===== src/rtl/note_pkg.sv =====
// Shared definitions for the note transmit path: record layout, duration codes,
// ASCII framing characters and the transmit FSM state encoding.
package note_pkg;

    localparam int TILE_MSB = 6;
    localparam int TILE_LSB = 3;
    localparam int DUR_MSB  = 2;

    localparam logic [DUR_MSB:0] DUR_HALF = 3'b010;
    localparam logic [DUR_MSB:0] DUR_FULL = 3'b100;

    localparam logic [7:0] ASCII_L = 8'h4C;
    localparam logic [7:0] ASCII_R = 8'h52;
    localparam logic [7:0] ASCII_A = 8'h41;
    localparam logic [7:0] ASCII_2 = 8'h32;
    localparam logic [7:0] ASCII_4 = 8'h34;
    localparam logic [7:0] ASCII_X = 8'h58;

    typedef enum logic [1:0] {
        IDLE      = 2'd0,
        SEND      = 2'd1,
        WAIT_LOW  = 2'd2,
        WAIT_HIGH = 2'd3
    } tx_state_t;

    function automatic logic dur_is_legal(input logic [DUR_MSB:0] dur);
        return (dur == DUR_HALF) || (dur == DUR_FULL);
    endfunction

endpackage


===== src/rtl/note_byte_encoder.sv =====
// Maps (hand, note record, byte index) to one ASCII frame byte and flags
// duration codes that have no printable digit.
module note_byte_encoder
    import note_pkg::*;
(
    input  logic       hand,
    input  logic [6:0] note,
    input  logic [1:0] bi,
    output logic [7:0] byte_out,
    output logic       bad_dur
);

    logic [3:0]       tile;
    logic [DUR_MSB:0] dur;
    logic [7:0]       dur_char;

    assign tile    = note[TILE_MSB:TILE_LSB];
    assign dur     = note[DUR_MSB:0];
    assign bad_dur = !dur_is_legal(dur);

    always_comb begin
        dur_char = ASCII_X;
        if (dur == DUR_HALF)
            dur_char = ASCII_2;
        else if (dur == DUR_FULL)
            dur_char = ASCII_4;
    end

    always_comb begin
        case (bi)
            2'd1:    byte_out = ASCII_A + {4'b0000, tile};
            2'd2:    byte_out = dur_char;
            default: byte_out = hand ? ASCII_R : ASCII_L;
        endcase
    end

endmodule


===== src/rtl/note_tx_arbiter.sv =====
// Round-robin arbiter between the left/right note streams that frames each
// accepted note as three ASCII bytes and paces them through the UART handshake.
module note_tx_arbiter
    import note_pkg::*;
#(
    parameter int BUSY_TIMEOUT = 16,
    parameter int CNT_W        = 16
) (
    input  logic             clk,
    input  logic             rst,
    input  logic             en,
    input  logic             l_valid,
    input  logic [6:0]       l_note,
    output logic             l_ready,
    input  logic             r_valid,
    input  logic [6:0]       r_note,
    output logic             r_ready,
    output logic [7:0]       tx_data,
    output logic             tx_start,
    input  logic             tx_ready,
    output logic             busy,
    output logic             last_r,
    output logic [CNT_W-1:0] frame_cnt,
    output logic             err_dur,
    output logic             timeout
);

    localparam int TMO_W = $clog2(BUSY_TIMEOUT + 1);

    tx_state_t        state_reg, state_next;
    logic [1:0]       bi_reg, bi_next;
    logic [6:0]       note_reg, note_next;
    logic             last_r_reg, last_r_next;
    logic             granted_reg, granted_next;
    logic [TMO_W-1:0] tmo_reg, tmo_next;
    logic [CNT_W-1:0] frame_cnt_reg, frame_cnt_next;
    logic [7:0]       tx_data_reg, tx_data_next;
    logic             err_dur_reg, err_dur_next;
    logic             timeout_reg, timeout_next;

    logic       favor_r, grant_l, grant_r, take_l, take_r, take;
    logic       enc_hand, enc_bad;
    logic [6:0] enc_note;
    logic [7:0] enc_byte;

    // last_r resets to 0 but the left hand must win the very first tie, so the
    // "opposite of last grant" rule only applies once something has been granted.
    assign favor_r = granted_reg & ~last_r_reg;
    assign grant_l = l_valid & (~r_valid | ~favor_r);
    assign grant_r = r_valid & (~l_valid | favor_r);

    assign l_ready = rst & (state_reg == IDLE) & en & grant_l;
    assign r_ready = rst & (state_reg == IDLE) & en & grant_r;
    assign take_l  = l_valid & l_ready;
    assign take_r  = r_valid & r_ready;
    assign take    = take_l | take_r;

    // In IDLE the encoder looks at the incoming note so err_dur can be registered
    // on the acceptance edge; afterwards it serialises the latched note.
    assign enc_hand = (state_reg == IDLE) ? take_r : last_r_reg;
    assign enc_note = (state_reg == IDLE) ? (take_r ? r_note : l_note) : note_reg;

    note_byte_encoder u_encoder (
        .hand     (enc_hand),
        .note     (enc_note),
        .bi       (bi_reg),
        .byte_out (enc_byte),
        .bad_dur  (enc_bad)
    );

    assign tx_start  = (state_reg == SEND) & tx_ready;
    assign tx_data   = tx_start ? enc_byte : tx_data_reg;
    assign busy      = (state_reg != IDLE);
    assign last_r    = last_r_reg;
    assign frame_cnt = frame_cnt_reg;
    assign err_dur   = err_dur_reg;
    assign timeout   = timeout_reg;

    always_comb begin
        state_next     = state_reg;
        bi_next        = bi_reg;
        note_next      = note_reg;
        last_r_next    = last_r_reg;
        granted_next   = granted_reg;
        tmo_next       = tmo_reg;
        frame_cnt_next = frame_cnt_reg;
        tx_data_next   = tx_data_reg;
        err_dur_next   = 1'b0;
        timeout_next   = 1'b0;
        unique case (state_reg)
            IDLE: begin
                if (take) begin
                    note_next    = enc_note;
                    last_r_next  = take_r;
                    granted_next = 1'b1;
                    bi_next      = 2'd0;
                    err_dur_next = enc_bad;
                    state_next   = SEND;
                end
            end
            SEND: begin
                if (tx_ready) begin
                    tx_data_next = enc_byte;
                    tmo_next     = '0;
                    state_next   = WAIT_LOW;
                end
            end
            WAIT_LOW: begin
                if (!tx_ready) begin
                    state_next = WAIT_HIGH;
                end else begin
                    tmo_next = tmo_reg + TMO_W'(1);
                    if (tmo_next == TMO_W'(BUSY_TIMEOUT)) begin
                        timeout_next = 1'b1;
                        state_next   = WAIT_HIGH;
                    end
                end
            end
            WAIT_HIGH: begin
                if (tx_ready) begin
                    if (bi_reg == 2'd2) begin
                        frame_cnt_next = frame_cnt_reg + CNT_W'(1);
                        state_next     = IDLE;
                    end else begin
                        bi_next    = bi_reg + 2'd1;
                        state_next = SEND;
                    end
                end
            end
            default: state_next = IDLE;
        endcase
    end

    always_ff @(posedge clk or negedge rst) begin
        if (!rst) begin
            state_reg     <= IDLE;
            bi_reg        <= 2'd0;
            note_reg      <= 7'd0;
            last_r_reg    <= 1'b0;
            granted_reg   <= 1'b0;
            tmo_reg       <= '0;
            frame_cnt_reg <= '0;
            tx_data_reg   <= 8'h00;
            err_dur_reg   <= 1'b0;
            timeout_reg   <= 1'b0;
        end else begin
            state_reg     <= state_next;
            bi_reg        <= bi_next;
            note_reg      <= note_next;
            last_r_reg    <= last_r_next;
            granted_reg   <= granted_next;
            tmo_reg       <= tmo_next;
            frame_cnt_reg <= frame_cnt_next;
            tx_data_reg   <= tx_data_next;
            err_dur_reg   <= err_dur_next;
            timeout_reg   <= timeout_next;
        end
    end

endmodule


===== config.mk =====
export PLATFORM = sky130hd
export DESIGN_NAME = note_tx_arbiter
export DESIGN_NICKNAME = d
export VERILOG_FILES = /design/src/rtl/note_pkg.sv /design/src/rtl/note_byte_encoder.sv /design/src/rtl/note_tx_arbiter.sv
export SDC_FILE = /design/constraint.sdc
export NUM_CORES = 1
export LEC_CHECK = 0
export CORE_MARGIN = 4
export CORE_UTILIZATION = 46
export DETAILED_ROUTE_END_ITERATION = 10
export MAX_ROUTING_LAYER = met4
export PLACE_DENSITY = 0.76
export SYNTH_ARGS = -nofsm -noshare
export SYNTH_HDL_FRONTEND = slang
export SYNTH_SLANG_ARGS = --single-unit

===== constraint.sdc =====
create_clock -name clk -period 2.4 [get_ports clk]
set_input_delay 0.24 -clock clk [delete_from_list [all_inputs] [get_ports clk]]
set_output_delay 0.24 -clock clk [all_outputs]
set_load 0.02 [all_outputs]

==> impl_results.rst, run 1 <==
.. list-table::
   :header-rows: 1

   * - Metric
     - Value
   * - Status
     - complete, but fails checks
   * - Violated checks
     - negative setup slack
   * - Number of buffers and inverters on the critical path
     - 2
   * - Flop-to-flop setup slack
     - 0.30 ns
   * - Top post-synthesis cells by area
     - dfrtp_1, ha_1, nand2_1, xnor2_1, nor2_1
   * - Ratio of cells with drive above 1 in the final layout
     - between 20% and 30%
   * - Pins over their slew limit
     - 0
   * - DRC violation total after the first TritonRoute iteration
     - 85
   * - Clock transition at the register clock pins on the worst setup and hold paths after CTS
     - around 0.08 ns
   * - Final setup violation count
     - 6
   * - Maximum buffer depth of the clock tree
     - 2
   * - Final estimated routing congestion in global placement
     - around 0.90
   * - Initial core utilization
     - between 40% and 50%
   * - Gate count of the mapped netlist
     - 244
   * - Cell count after placement
     - ~390
   * - Die height
     - ~80 um
   * - Row cnt
     - 26
   * - Worst path cell trace
     - inv_2, ha_4, and4_4, o21ai_4, a311oi_4, nand3_1, or3_1, a41oi_2, buf_4
   * - Crit share post-route
     - 112%
   * - Critical path class
     - flip-flop to output pin
   * - Wire length on met2
     - 3.09 mm
   * - Total nets after synthesis
     - ~270
   * - Core footprint
     - 5070 um^2
   * - Unrepaired setup endpoints after global routing
     - yes
   * - Overall track demand over capacity in global routing
     - slightly below 20%
   * - Antenna violations before repair
     - 0
   * - Most used cells in the layout excluding fill and tap cells
     - dfrtp_1, clkdlybuf4s50_1, buf_4
   * - Remaining design rule violation count
     - 0
   * - Port Buffers
     - a little under 50
   * - CTS HTree Levels
     - 2
   * - YS warnings
     - 0
   * - Most instantiated flip-flop cell in the synthesis netlist
     - dfrtp_1
   * - Met1 Routed Length
     - ~2.5 mm
   * - Async SR Flop Fraction
     - 100%
   * - Clock network latency to the later pin of the worst-skew pair
     - ~0.29 ns
   * - Synth cell types
     - 52
   * - Quantity of hold-fixing buffers added after cts
     - 0
   * - Number of endpoints with negative hold slack in the final report
     - 0
   * - TritonCTS clock tree
     - yes
   * - Number of top-level design ports
     - a little over 50
   * - Clock sinks
     - between 40 and 50
   * - Element type at the critical path end
     - output pin
   * - Via density
     - 5.37
   * - Setup tns final
     - -1.47 ns
   * - Peak supply drop
     - 0.554 mV
   * - Worst reg2reg path startpoint
     - state_reg[1]$_DFFE_PN0P_
   * - Maximum clock frequency
     - between 300 and 400 MHz
   * - Min-delay worst type
     - input port to asynchronous set/reset pin
   * - DR vias
     - 2159
   * - Clock root buffer
     - clkbuf_8
   * - R2R cell count
     - 12
   * - Max stage delay cell, worst path
     - dfrtp_1
   * - Post-layout worst setup margin
     - -0.285 ns
   * - Number of global-route vias before repair
     - ~2.2k
   * - Avg Synthesized Cell Area
     - about 9.8 um^2
   * - Total half-perimeter wirelength after legalization and detailed placement
     - ~4.3 mm
   * - Sum of met3 wire segment lengths after detailed routing
     - between 200 and 300 um
   * - Crit-path max FO
     - 6
   * - Global-route congestion overflow total
     - 0
   * - Number of inserted filler cells in the final layout
     - about 400
   * - Family with the most delay on the worst path
     - simple AND/OR/NAND/NOR gates
   * - Slew margin rel.
     - between 60 and 70%
   * - First drt pass iteration count
     - 5
   * - Antenna cell count
     - 0
   * - Sum of internal, switching and leakage power
     - roughly 3.8 mW
   * - Area of the die
     - 6440 um^2
   * - DR WL/cell
     - between 10 and 15 um
   * - Netlist Area Pre-Place
     - 2400 um^2
   * - Leakage
     - around 1.6 nW
   * - Area share of the largest cell type after synthesis
     - roughly 45%
   * - Kind of start point of the critical path
     - flip-flop
   * - Synthesis-to-layout area growth
     - 45.8%
   * - Max FFs per register
     - 16
   * - Worst path max stage delay
     - around 0.39 ns
   * - Synth Register Bits
     - between 40 and 50
   * - Top metal layer carrying routed signals
     - met4
   * - Routed wire length
     - 6.02 mm
   * - Most common cell after layout, fill and taps aside
     - dfrtp_1
   * - Required @ worst endpoint
     - around 2.2 ns
   * - Power per unit of standard cell area
     - 1080 nW/um^2
   * - Cell type with the highest aggregate area in the netlist
     - dfrtp_1
   * - Slew at the pin closest to its max-slew limit
     - roughly 0.57 ns
   * - Share of the yosys chip area belonging to registers
     - between 40 and 50%
   * - Number of clock buffers inserted by TritonCTS
     - 5
   * - Pin count of the biggest net entering global routing
     - 46
   * - Final standard cell count with taps included and fillers excluded
     - 402
   * - Count of antenna-violating nets left after detailed routing
     - 0
   * - Number of synthesized flops with an enable pin
     - 0
   * - Reg-to-reg endpoint
     - tx_data_reg[2]$_DFFE_PN0P_
   * - Critical path data arrival time
     - ~2.5 ns
   * - Clock tree skew after final layout
     - around 0.0038 ns
   * - Min cycle time layout
     - about 2.7 ns
   * - First-pass GRT wire length
     - roughly 9.7 mm
   * - Count of maximum capacitance violations
     - 0
   * - Die outline width
     - ~80 um
   * - Count of nets after finishing
     - 361
-- final cells by class --
| type | count | area, um^2 | share of cell area [%] |
|---|---|---|---|
| Tap cell | 70 | 87.6 | 2.50 |
| Timing Repair Buffer | 88 | 807 | 23.0 |
| Inverter | 17 | 76.3 | 2.18 |
| Sequential cell | 43 | 1080 | 30.7 |
| Clock buffer | 6 | 72.6 | 2.07 |
| Multi-Input combinational cell | 176 | 1370 | 39.1 |
| Clock inverter | 2 | 12.5 | 0.357 |
-- synth_stat cells (4+ instances only) --
cell and number:
and3_1 5, nand4_1 5, o21ai_1 4, ha_1 10
inv_1 14, o21ai_0 11, xor2_1 7, dfrtp_1 43
nand2_1 28, xnor2_1 11, a21oi_1 9, nand3_1 7
nor2_1 21, mux2_2 4
-- where the power goes --
group	switching [mW]	internal (mW)
registers	0.152	0.928
clock network	0.250	0.204
logic	1.18	1.07
-- worst max path at each step --
stage	from	endpoint	slack (ns)	cells after the start
floorplan	state_reg[0]$_DFFE_PN0P_	tx_data[3]	-0.009	8
global placement	en	tx_data[3]	-0.58	8
detailed placement	en	tx_data[3]	-0.63	8
CTS	state_reg[0]$_DFFE_PN0P_	tx_data[3]	-0.30	9
global route	state_reg[1]$_DFFE_PN0P_	tx_data[2]	-0.41	13
finish	state_reg[1]$_DFFE_PN0P_	tx_data[3]	-0.29	9
-- what timing repair did --
item	CTS	global route
setup endpoints to repair	9	8
gates resized for setup	59	13
pin swaps	16	18
endpoints found under the hold margin	0	0
setup buffers	5	3
-- worst reg2reg max path, cell delays in order (launching register included) --
cell,delay [ns]
dfrtp_1,0.39
inv_2,0.08
ha_4,0.16
and4_4,0.23
o21ai_4,0.11
buf_6,0.14
inv_6,0.05
buf_6,0.09
o221ai_4,0.13
buf_6,0.15
and2b_1,0.14
a31oi_1,0.19
o21ai_1,0.12
-- metrics by stage --
step                setup WS, ns  hold slack [ns]  cell area, um^2  utilization, %
detailed placement        -0.629            0.448             3200            63.1
finish                    -0.285            0.107             3500            69.0
CTS                       -0.299            0.132             3430            67.6
floorplan               -0.00921          -0.0556             2440               -
global route              -0.408            0.149             3500            69.0
global placement          -0.575            0.444             3200            63.1
-- cells by family after synthesis --
family	synth area share (%)
buffers and inverters	4.64
DFF	44.8
AOI/OAI and AO/OA	19.6
xor gates and xnor gates	6.56
and+or+nand+nor	16.3
adders and majority gates	5.21
muxes	2.71
other	0.156
-- per-layer routing --
metal | up-vias | global-route usage, %
met5 | - | -
met2 | 58 | 33.1
met4 | 0 | 6.42
met1 | 1042 | 23.8
li1 | 1045 | -
met3 | 14 | 3.70
(Power assumes the default switching activity.)
==> inputs of run 2 (changes only) <==
--- a/config.mk
+++ b/config.mk
@@ -9,7 +9,8 @@
 export CORE_UTILIZATION = 46
 export DETAILED_ROUTE_END_ITERATION = 10
 export MAX_ROUTING_LAYER = met4
-export PLACE_DENSITY = 0.76
+export PLACE_DENSITY = 0.79
+export SLEW_MARGIN = 20
 export SYNTH_ARGS = -nofsm -noshare
 export SYNTH_HDL_FRONTEND = slang
 export SYNTH_SLANG_ARGS = --single-unit
==> run 2 against run 1 <==
Effect of this change:
- the run still ends with negative setup slack left
- final cell count is 2.2% higher
- global-route usage is 2.1 points higher
- fmax is 3.3% lower
- clock power is 31% higher
- sequential share of layout area is 0.73 points lower
- non-clock buffer count is 9 higher
- register-to-register slack worse by 0.24 ns
- routed wire length is 11% higher
- combinational power is 6% higher
- via count is 2.6% higher
- utilization is 1.7 points higher
- critical path type unchanged
- largest cell class unchanged
==> impl_results.rst, run 2 (synthesis gave the netlist of run 1 again) <==
.. list-table::
   :header-rows: 1

   * - Metric
     - Value
   * - Status
     - complete, but fails checks
   * - Violated checks
     - negative setup slack
   * - Core footprint
     - 5070 um^2
   * - Crit-path max FO
     - 6
   * - Count of antenna-violating nets left after detailed routing
     - 0
   * - Min-delay worst type
     - input port to asynchronous set/reset pin
   * - Final core utilization
     - a little over two thirds
   * - Count of nets after finishing
     - between 300 and 400
   * - Ratio of cells with drive above 1 in the final layout
     - between 20% and 30%
   * - Routed wire length
     - around 6.7 mm
   * - Remaining design rule violation count
     - 0
   * - Sum of internal, switching and leakage power
     - between 4 and 5 mW
   * - Clock transition at the register clock pins on the worst setup and hold paths after CTS
     - about 0.09 ns
   * - Min cycle time layout
     - 2.78 ns
   * - Sequential cell area
     - ~1100 um^2
   * - Total half-perimeter wirelength after legalization and detailed placement
     - 4.63 mm
   * - Via density
     - 5.39
   * - Maximum clock frequency
     - roughly 360 MHz
   * - Die height
     - 80.3 um
   * - Pins over their slew limit
     - 0
   * - Row cnt
     - 26
   * - Die outline width
     - roughly 80 um
   * - Peak supply drop
     - about 0.88 mV
   * - DRC violation total after the first TritonRoute iteration
     - 109
   * - Final estimated routing congestion in global placement
     - just under 0.9
   * - Post-route cell area
     - roughly 3600 um^2
   * - Clock network latency to the later pin of the worst-skew pair
     - roughly 0.3 ns
   * - First-pass GRT wire length
     - ~11 mm
   * - Clock root buffer
     - clkbuf_8
   * - Post-layout worst setup margin
     - -0.378 ns
   * - CTS HTree Levels
     - 2
   * - Synthesis-to-layout area growth
     - 49.3%
   * - Kind of start point of the critical path
     - flip-flop
   * - Max FFs per register
     - 16
   * - Crit share post-route
     - 116%
   * - Antenna violations before repair
     - 0
   * - Number of top-level design ports
     - 51
   * - Setup tns final
     - -1.89 ns
   * - Critical path data arrival time
     - approximately 2.5 ns
   * - Most common cell after layout, fill and taps aside
     - buf_4
   * - Clock tree skew after final layout
     - between 0.007 and 0.008 ns
   * - Leakage
     - around 1.7 nW
   * - Unrepaired setup endpoints after global routing
     - yes
   * - DR WL/cell
     - 16.2 um
   * - Global-route congestion overflow total
     - 0
   * - Clock sinks
     - 43
   * - Initial core utilization
     - between 40% and 50%
   * - Final setup violation count
     - 7
   * - Critical path class
     - flip-flop to output pin
   * - Slew at the pin closest to its max-slew limit
     - 0.583 ns
   * - Overall track demand over capacity in global routing
     - 21.7%
   * - Area post-placement
     - approximately 3200 um^2
   * - Area taken by multi-input logic gates
     - about 1400 um^2
   * - Area of the die
     - between 6000 and 7000 um^2
   * - Count of maximum capacitance violations
     - 0
   * - DR vias
     - 2215
   * - Pin count of the biggest net entering global routing
     - 46
   * - Required @ worst endpoint
     - 2.16 ns
   * - TritonCTS clock tree
     - yes
   * - Power per unit of standard cell area
     - between 1000 and 1500 nW/um^2
   * - Number of inserted filler cells in the final layout
     - 381
   * - Antenna cell count
     - 0
   * - Port Buffers
     - 49
   * - Quantity of hold-fixing buffers added after cts
     - 0
   * - Number of global-route vias before repair
     - ~2.3k
   * - Element type at the critical path end
     - output pin
   * - Slew margin rel.
     - between 60% and 70%
   * - Maximum buffer depth of the clock tree
     - 2
   * - Number of clock buffers inserted by TritonCTS
     - 5
   * - First drt pass iteration count
     - 4
   * - Most used cells in the layout excluding fill and tap cells
     - buf_4, dfrtp_1, clkdlybuf4s50_1
   * - Number of endpoints with negative hold slack in the final report
     - 0
[run 2: changes by cell type in the layout (fill, tap and decap cells not counted), sizes merged]
cell	previous run	this run
buf	47	56
bufinv	0	1
clkbuf	6	5
clkinv	1	0
dlygate4sd2	2	1
dlymetal6s2s	1	2
inv	17	18
[run 2: power breakdown]
| group | total, mW | leakage (nW) | internal (mW) | switching [mW] |
|---|---|---|---|---|
| sequential | 1.08 | 0.559 | 0.928 | 0.149 |
| combinational | 2.39 | 1.04 | 1.13 | 1.26 |
| clock | 0.594 | 0.0548 | 0.314 | 0.281 |
| total | 4.06 | 1.65 | 2.38 | 1.69 |
[run 2: final timing paths]
| check | startpoint | endpoint | slack, ns | cells after the start |
|---|---|---|---|---|
| worst max-delay path | state_reg[0]$_DFFE_PN0P_ | tx_data[4] | -0.38 | 11 |
| worst min-delay path | rst | tx_data_reg[5]$_DFFE_PN0P_ | 0.07 | 2 |
| worst max register to register | state_reg[0]$_DFFE_PN0P_ | tx_data_reg[4]$_DFFE_PN0P_ | 0.06 | 11 |
| worst min register to register | frame_cnt[15]$_DFFE_PN0P_ | frame_cnt[15]$_DFFE_PN0P_ | 0.48 | 1 |
| max in group asynchronous | rst | state_reg[1]$_DFFE_PN0P_ | 1.95 | 2 |
| min in group clk | frame_cnt[15]$_DFFE_PN0P_ | frame_cnt[15]$_DFFE_PN0P_ | 0.48 | 1 |
[run 2: worst max-delay path, cell delays in order (launching register included)]
cell	delay, ns
dfrtp_1	0.41
inv_2	0.08
ha_4	0.17
nand4_1	0.10
buf_6	0.16
a2111oi_4	0.27
a311oi_2	0.09
ha_2	0.24
a41oi_2	0.22
o21ai_1	0.10
mux2_4	0.28
buf_6	0.13
[run 2: per-layer routing]
| metal | vias to the layer above | GRT usage (%) | part of all wire (%) |
|---|---|---|---|
| met5 | - | - | 0 |
| met4 | 0 | 8.28 | 2.9 |
| met3 | 17 | 3.92 | 4.7 |
| met2 | 73 | 37.2 | 51 |
| met1 | 1069 | 25.5 | 42 |
| li1 | 1056 | - | - |
[run 2: timing repair]
action,in CTS,in global routing
pin swaps,11,15
gates resized for setup,50,21
setup buffers,5,8
setup endpoints to repair,9,8
[run 2: area by class of cell]
class	instances	area share, %
Clock buffer	5	1.92
Sequential cell	43	30.0
Clock inverter	3	1.29
Inverter	17	1.99
Tap cell	70	2.44
Multi-Input combinational cell	176	38.5
Timing Repair Buffer	97	23.8
[run 2: metrics by stage]
stage,worst slack [ns],hold slack (ns),cells
after floorplan,-0.00921,-0.0556,244
after global placement,-0.576,0.414,392
after detailed placement,-0.629,0.415,392
after CTS,-0.337,0.0861,404
after global routing,-0.459,0.0992,411
final,-0.378,0.0658,411
